## src/rtl/shot_sequencer.sv

```systemverilog
// Shot sequencer for the basketball game: debounced shoot button, physics tick
// divider, AIM/FLIGHT/RESULT flow and shot/make scoring.
module shot_sequencer #(
  parameter int TICK_DIV   = 1000000,
  parameter int DEBOUNCE   = 65536,
  parameter int MAX_FLIGHT = 1000,
  parameter int SETTLE     = 200,
  parameter int HOOP_XL    = 610,
  parameter int HOOP_XR    = 630,
  parameter int HOOP_Y     = 157,
  parameter int FLOOR_Y    = 475
) (
  input  logic       clk,
  input  logic       rst,
  input  logic       btn,
  input  logic [9:0] ball_x,
  input  logic [9:0] ball_y,
  output logic       phys_tick,
  output logic       sample_en,
  output logic       launch,
  output logic       hold_init,
  output logic [1:0] state,
  output logic       result_valid,
  output logic       result_made,
  output logic [7:0] shots,
  output logic [7:0] makes
);

  localparam int DIV_W = (TICK_DIV > 1) ? $clog2(TICK_DIV) : 1;
  localparam int DB_W  = (DEBOUNCE > 1) ? $clog2(DEBOUNCE) : 1;
  localparam int FL_W  = (MAX_FLIGHT > 1) ? $clog2(MAX_FLIGHT) : 1;
  localparam int SET_W = (SETTLE > 1) ? $clog2(SETTLE) : 1;

  localparam logic [DIV_W-1:0] DIV_LAST = DIV_W'(TICK_DIV - 1);
  localparam logic [DB_W-1:0]  DB_LAST  = DB_W'(DEBOUNCE - 1);
  localparam logic [FL_W-1:0]  FL_LAST  = FL_W'(MAX_FLIGHT - 1);
  localparam logic [SET_W-1:0] SET_LAST = SET_W'(SETTLE - 1);

  localparam logic [9:0] HOOP_XL_PX = 10'(HOOP_XL);
  localparam logic [9:0] HOOP_XR_PX = 10'(HOOP_XR);
  localparam logic [9:0] HOOP_Y_PX  = 10'(HOOP_Y);
  localparam logic [9:0] FLOOR_Y_PX = 10'(FLOOR_Y);

  typedef enum logic [1:0] {
    IDLE   = 2'd0,
    AIM    = 2'd1,
    FLIGHT = 2'd2,
    RESULT = 2'd3
  } state_t;

  state_t             state_r, state_nx_s;
  logic               sync1_r, sync2_r, btn_stable_r, btn_prev_r;
  logic [DB_W-1:0]    db_cnt_r;
  logic [DIV_W-1:0]   div_r;
  logic [FL_W-1:0]    flight_cnt_r;
  logic [SET_W-1:0]   settle_cnt_r;
  logic [9:0]         prev_y_r;
  logic               tick_s, rise_s, fall_s;
  logic               score_s, floor_s, timeout_s, settle_last_s;
  logic               launch_nx_s, resolve_s;

  assign tick_s        = (div_r == DIV_LAST);
  assign rise_s        = btn_stable_r & ~btn_prev_r;
  assign fall_s        = ~btn_stable_r & btn_prev_r;
  assign score_s       = (prev_y_r < HOOP_Y_PX) && (ball_y >= HOOP_Y_PX) &&
                         (ball_x > HOOP_XL_PX) && (ball_x < HOOP_XR_PX);
  assign floor_s       = (ball_y >= FLOOR_Y_PX);
  assign timeout_s     = (flight_cnt_r == FL_LAST);
  assign settle_last_s = (settle_cnt_r == SET_LAST);
  assign launch_nx_s   = (state_r == AIM) && (state_nx_s == FLIGHT);
  assign resolve_s     = (state_r == FLIGHT) && (state_nx_s == RESULT);

  assign state     = state_r;
  assign phys_tick = tick_s && (state_r == FLIGHT);
  assign sample_en = tick_s && (state_r == AIM);

  // Button synchroniser and debouncer; a single agreeing cycle restarts the count.
  always_ff @(posedge clk or posedge rst) begin
    if (rst) begin
      sync1_r      <= 1'b0;
      sync2_r      <= 1'b0;
      btn_stable_r <= 1'b0;
      btn_prev_r   <= 1'b0;
      db_cnt_r     <= '0;
    end else begin
      sync1_r    <= btn;
      sync2_r    <= sync1_r;
      btn_prev_r <= btn_stable_r;
      if (sync2_r != btn_stable_r) begin
        if (db_cnt_r == DB_LAST) begin
          btn_stable_r <= sync2_r;
          db_cnt_r     <= '0;
        end else begin
          db_cnt_r <= db_cnt_r + DB_W'(1);
        end
      end else begin
        db_cnt_r <= '0;
      end
    end
  end

  // Free-running physics tick divider.
  always_ff @(posedge clk or posedge rst) begin
    if (rst) begin
      div_r <= '0;
    end else if (tick_s) begin
      div_r <= '0;
    end else begin
      div_r <= div_r + DIV_W'(1);
    end
  end

  // FSM state register.
  always_ff @(posedge clk or posedge rst) begin
    if (rst) begin
      state_r <= IDLE;
    end else begin
      state_r <= state_nx_s;
    end
  end

  // FSM next state; button edges only matter in IDLE and AIM.
  always_comb begin
    state_nx_s = state_r;
    case (state_r)
      IDLE: begin
        if (rise_s) state_nx_s = AIM;
        else        state_nx_s = IDLE;
      end
      AIM: begin
        if (fall_s) state_nx_s = FLIGHT;
        else        state_nx_s = AIM;
      end
      FLIGHT: begin
        if (tick_s && (score_s || floor_s || timeout_s)) state_nx_s = RESULT;
        else                                               state_nx_s = FLIGHT;
      end
      RESULT: begin
        if (tick_s && settle_last_s) state_nx_s = IDLE;
        else                         state_nx_s = RESULT;
      end
      default: state_nx_s = IDLE;
    endcase
  end

  // Flight tracking, scoring counters and registered strobes.
  always_ff @(posedge clk or posedge rst) begin
    if (rst) begin
      launch       <= 1'b0;
      result_valid <= 1'b0;
      result_made  <= 1'b0;
      hold_init    <= 1'b1;
      shots        <= 8'd0;
      makes        <= 8'd0;
      prev_y_r     <= 10'd0;
      flight_cnt_r <= '0;
      settle_cnt_r <= '0;
    end else begin
      launch       <= launch_nx_s;
      result_valid <= resolve_s;
      hold_init    <= (state_nx_s != FLIGHT);
      if (launch_nx_s) begin
        if (shots != 8'd255) shots <= shots + 8'd1;
        else                 shots <= shots;
        prev_y_r     <= ball_y;
        flight_cnt_r <= '0;
      end else if ((state_r == FLIGHT) && tick_s) begin
        if (resolve_s) begin
          result_made <= score_s;
          if (score_s && (makes != 8'd255)) makes <= makes + 8'd1;
          else                              makes <= makes;
        end else begin
          prev_y_r     <= ball_y;
          flight_cnt_r <= flight_cnt_r + FL_W'(1);
        end
      end else begin
        prev_y_r <= prev_y_r;
      end
      // Settle count restarts whenever we are outside RESULT.
      if (state_r != RESULT) settle_cnt_r <= '0;
      else if (tick_s)       settle_cnt_r <= settle_cnt_r + SET_W'(1);
      else                   settle_cnt_r <= settle_cnt_r;
    end
  end

endmodule
```

## config.mk

```make
export PLATFORM = sky130hd
export DESIGN_NAME = shot_sequencer
export DESIGN_NICKNAME = d
export VERILOG_FILES = /design/src/rtl/shot_sequencer.sv
export SDC_FILE = /design/constraint.sdc
export NUM_CORES = 1
export LEC_CHECK = 0
export ABC_CLOCK_PERIOD_IN_PS = 3400
export CAP_MARGIN = 5
export CORE_UTILIZATION = 56
export DETAILED_ROUTE_END_ITERATION = 6
export MAX_ROUTING_LAYER = met4
export PLACE_DENSITY = 0.89
export SKIP_LAST_GASP = 1
export SYNTH_ARGS = -nofsm -noshare
export SYNTH_HDL_FRONTEND = slang
export SYNTH_SLANG_ARGS = --single-unit
```

## constraint.sdc

```tcl
create_clock -name clk -period 3.4 [get_ports clk]
set_input_delay 0.68 -clock clk [delete_from_list [all_inputs] [get_ports clk]]
set_output_delay 0.68 -clock clk [all_outputs]
set_load 0.05 [all_outputs]
```

== Word level (Yosys, flattened, before mapping) ==
Cells that the tools add are included.

* Reductions and logical operators: 20
* $lt $le $gt $ge: 5
* Muxes and demuxes: 16
* Eq/ne operators: 15
* $add $sub $neg: 6
* Bitwise logic cells: 5

{| class="wikitable"
|+ Operator list
! kind !! count
|-
| 10-bit 2-to-1 mux || 6
|-
| 16-bit 2-to-1 mux || 2
|-
| 8-bit by 1-bit adder with 8-bit output (second input constant) || 3
|-
| 20-bit by 1-bit adder with 20-bit output (second input constant) || 1
|-
| 20-bit == test (second input constant) || 1
|-
| 20-bit 2-to-1 mux || 1
|-
| 16-bit by 1-bit adder with 16-bit output (second input constant) || 1
|-
| 16-bit == test (second input constant) || 1
|-
| 8-bit 2-to-1 mux || 2
|-
| 8-bit inequality test (second input constant) || 2
|-
| 10-bit by 1-bit adder with 10-bit output (second input constant) || 1
|-
| 10-bit == test (second input constant) || 1
|-
| 10-bit by 8-bit >= comparator with 1-bit output (second input constant) || 1
|-
| 10-bit by 9-bit >= comparator with 1-bit output (second input constant) || 1
|-
| 10-bit greater-than comparator (second input constant) || 1
|-
| 1-bit logical AND || 10
|-
| 10-bit less-than comparator (second input constant) || 1
|-
| 10-bit by 8-bit less-than comparator with 1-bit output (second input constant) || 1
|-
| 2-bit == test (second input constant) || 4
|-
| 8-bit == test (second input constant) || 1
|-
| 2-bit one-hot mux with 4 select lines || 1
|-
| 2-bit inequality test (second input constant) || 3
|-
| 2-bit AND reduction || 3
|-
| 2-bit 2-to-1 mux || 2
|-
| 10 further kinds || 16
|}

* Output and inout port bits: 24
* Flip-flop bits (word level): 90
* Word-level logic and storage cells: 83
* Bits of input ports: 23

== Depth between registers and ports, before layout ==
* Word-level depth: 14
* Mapped depth: 8
* Depth with buffers taken out: 7

== Worst setup path before layout ==
No wires, ideal clock.

* Kind: register to output
* From: register div_r[12]
* To: output sample_en
* Slack: 749 ps
* Required time: 2720 ps
* Data arrival time: 1971 ps
* Cell stages (with the launch flop): 7
* Path buffers: 2
* Path through: dfrtp_1 > nor4b_1 > and4_1 > and2_1 > buf_2 > buf_1 > and3b_1

* Cells in the longest elaborated chain, start to end: 2

{| class="wikitable"
|+ RTL lines
! element !! RTL line !! text
|-
| start, declared || 54 || <nowiki>logic [DIV_W-1:0] div_r;</nowiki>
|-
| start signal, assigned || 109 || <nowiki>div_r <= div_r + DIV_W'(1);</nowiki>
|-
| 20-bit == test || 62 || <nowiki>assign tick_s = (div_r == DIV_LAST);</nowiki>
|-
| 1-bit logical AND || 75 || <nowiki>assign sample_en = tick_s && (state_r == AIM);</nowiki>
|-
| end, declared || 19 || <nowiki>output logic sample_en,</nowiki>
|}

Every way passes these cells.

== Final worst setup path ==
* From: register div_r[12]
* To: output phys_tick

* Cells in the longest elaborated chain, start to end: 2

{| class="wikitable"
|+ RTL lines
! element !! RTL line !! text
|-
| 20-bit == test || 62 ||
|-
| 1-bit logical AND || 74 || <nowiki>assign phys_tick = tick_s && (state_r == FLIGHT);</nowiki>
|-
| end, declared || 18 || <nowiki>output logic phys_tick,</nowiki>
|}

Every way passes these cells.

==> run metrics <==
status finished, final reports clean; Max transition margin 44.2%; Setup WS pre-CTS about 380 ps; peak supply drop 0.000330 V; DR WL/cell around 16 um; n_diodes 0; clk_skew 9.61 ps; Port Buf Inserts 46; GR Util met1 between 30% and 40%; detailed-route DRC error count 0; largest net degree at the start of global routing 52; Tcrit/Tclk final 87.7%; critical path class reg -> out; Synth Instances 381; H-tree Lvls 3; Ys Warns 0; Max-cap violations 0; maximum clock frequency 335 MHz; initial DRC count 142; Non-Filler Instances 542; clk buf depth 2; Placer Congestion around 0.8; EDFF count, synth 0; RR Startpoint div_r[12]$_DFF_PP0_; FF+latch count, synth 90; full die area 0.00789 mm2; final hold vios 0; Netlist cell types 53; CTS tree yes; routing usage on met2 35.8%; Synth Net Count between 400 and 500; setup TNS 0 ps; layout net count 467; Die Wd 88.9 um; Vias 3,090; # setup viols final 0; Synth area leaders dfrtp_1 53%, xor2_1 5.4%, xnor2_1 4.8%; Root Buffer clkbuf_8; Synth async-reset ratio 100%; measured slew at the worst slew-check pin ~840 ps; cell taking the most area after synthesis dfrtp_1; RSZ-0062 raised after global routing false; Final Slew Violations 0; Area Overhead vs Synth 18.6%; number of CTS-inserted buffers 9; cell area power density 375 mW/mm2; setup bufs post-CTS 0; IO Count 47; hold path depth 0; worst min path class reg -> reg; Primary FF master, synth dfrtp_1; Pwr Total 0.00188 W; met3 Track Usage GR 7.37%; initial antenna violation count 0; CP Launch Type register; row cnt 31; Worst Hold Endpoint sync2_r$_DFF_PP0_; Post-DRT Antenna Nets 0; GRT Residual Overflow 0; first-pass iteration count of the detailed router 4; Routed WL 8430 um; worst r2r path cells 7; Die Span Y a little under 90 um; final worst slack 418 ps; data arrival time of the critical path 2300 ps; sequential element share of the synthesized area a little over half; vias in the first global route 2,891; r2r endpoint settle_cnt_r[7]$_DFFE_PP0P_; global-route wire length before repair approximately 14,000 um; min cycle time layout 2980 ps; vias per cell 5.70; clock-pin slew of the registers on the worst-case setup and hold paths 80 ps; Worst Min Path Start sync1_r$_DFF_PP0_; overall routing resource usage 23.7%; Mapped Area 0.00422 mm2; commonest non-fill, non-tap cells in the layout 89 x dfrtp_1, 44 x clkdlybuf4s50_1, 37 x nor2_1; # clock sinks 90; Initial Util 58.2%; Clk Latency, worst-skew pair 360 ps; most common cell after layout, fill and taps aside dfrtp_1; LEAKAGE around 2.3 nW; CP Data Required Time 2720 ps; Inst Count DP around 530; syn avg cell area 11.1 um2; flop-to-flop setup slack 840 ps; busiest grt layer met2; post-synth top area share 52.7%; share of post-route cells with drive strength above 1 between 10 and 15%; crit-path max FO 6; fill cell count ~530; DP HPWL 6000 um; CORE AREA 0.00725 mm2; critical path endpoint category output pin
-- routing by layer --
metal / up-vias / routed length, um
li1: 1480 / -
met1: 1537 / 3700
met2: 62 / 4220
met3: 11 / 382
met4: 0 / 126
met5: - / 0
-- what timing repair did --
| action | 4_1_cts | 5_1_grt |
|---|---|---|
| resized for setup | 0 | 1 |
| endpoints found under the setup margin | 0 | 1 |
| hold buffers | 0 | 0 |
-- flip-flops by register name, summed over array words and instances, names as in the netlist, 2 cells and up --
register      flops
db_cnt_r         16
settle_cnt_r      8
state             2
flight_cnt_r     10
div_r            20
prev_y_r         10
shots             8
makes             8
-- synthesized netlist by cell type (2+ instances only) --
master / number
a211oi_1: 2
a21o_1: 5
a21oi_1: 4
and2_1: 5
and3_1: 13
and4_1: 8
buf_1: 2
buf_2: 2
clkbuf_1: 2
dfrtp_1: 89
ha_1: 6
inv_1: 7
mux2_2: 5
mux2_4: 8
mux2i_1: 2
nand2_1: 30
nand2b_1: 2
nand3_1: 27
nand4_1: 17
nor2_1: 37
nor2b_1: 5
nor3_1: 4
nor4_1: 3
o2111ai_1: 4
o211ai_1: 5
o21ai_0: 6
o31ai_1: 6
or3_1: 2
or4_1: 2
xnor2_1: 23
xor2_1: 26
-- worst max-delay path by stage --
| stage | start | end | cells after the start |
|---|---|---|---|
| 6_report | div_r[12]$_DFF_PP0_ | phys_tick | 5 |
| 5_1_grt | div_r[12]$_DFF_PP0_ | phys_tick | 5 |
| 4_1_cts | div_r[12]$_DFF_PP0_ | phys_tick | 5 |
| 3_5_place_dp | ball_y[5] | flight_cnt_r[9]$_DFFE_PP0P_ | 8 |
| 3_3_place_gp | ball_x[6] | makes[1]$_DFFE_PP0P_ | 7 |
| 2_1_floorplan | rst | btn_prev_r$_DFF_PP0_ | 1 |
-- report_power, final --
part           internal [W]  leakage [nW]  switching [W]
Combinational     0.0000399         0.974      0.0000431
Sequential          0.00108          1.21     0.00000799
Clock              0.000338        0.0990       0.000373
Total               0.00146          2.28       0.000424
-- stage by stage --
step / instance area, um2 / hold slack (ps) / util (%)
after floorplan: 4220 / 331 / -
final: 5010 / 353 / 69.1
after CTS: 5010 / 355 / 69.1
after global routing: 5010 / 364 / 69.1
after global placement: 4810 / 337 / 66.4
after detailed placement: 4810 / 336 / 66.4
-- worst max-delay path, cell delays in order (launching register included) --
cell and delay [ps]:
dfrtp_1 450, nor4b_1 370, and4_1 290, nand3_1 200, inv_1 190, dlymetal6s2s_1 440
-- cell type report --
cell class	instances	area, um2	share of cell area (%)
clock buffers	9	124	2.47
multi-input cells	276	1890	37.8
repair buffers	54	520	10.4
well taps	99	124	2.47
flip-flops and latches	90	2250	45.0
inverters	7	27.5	0.549
clock inverters	7	70.1	1.40
-- cells by family after synthesis --
logic type / Yosys count / share of synthesized area [%]
flip-flops: 90 / 53.3
AO/OA/AOI/OAI: 41 / 7.20
AND/OR/NAND/NOR: 165 / 21.0
multiplexers: 15 / 4.65
XOR/XNOR: 49 / 10.2
adder cells (fa/ha/maj): 6 / 1.78
buffers and inverters: 15 / 1.87
Note: power is estimated with default switching activity, not from simulation.
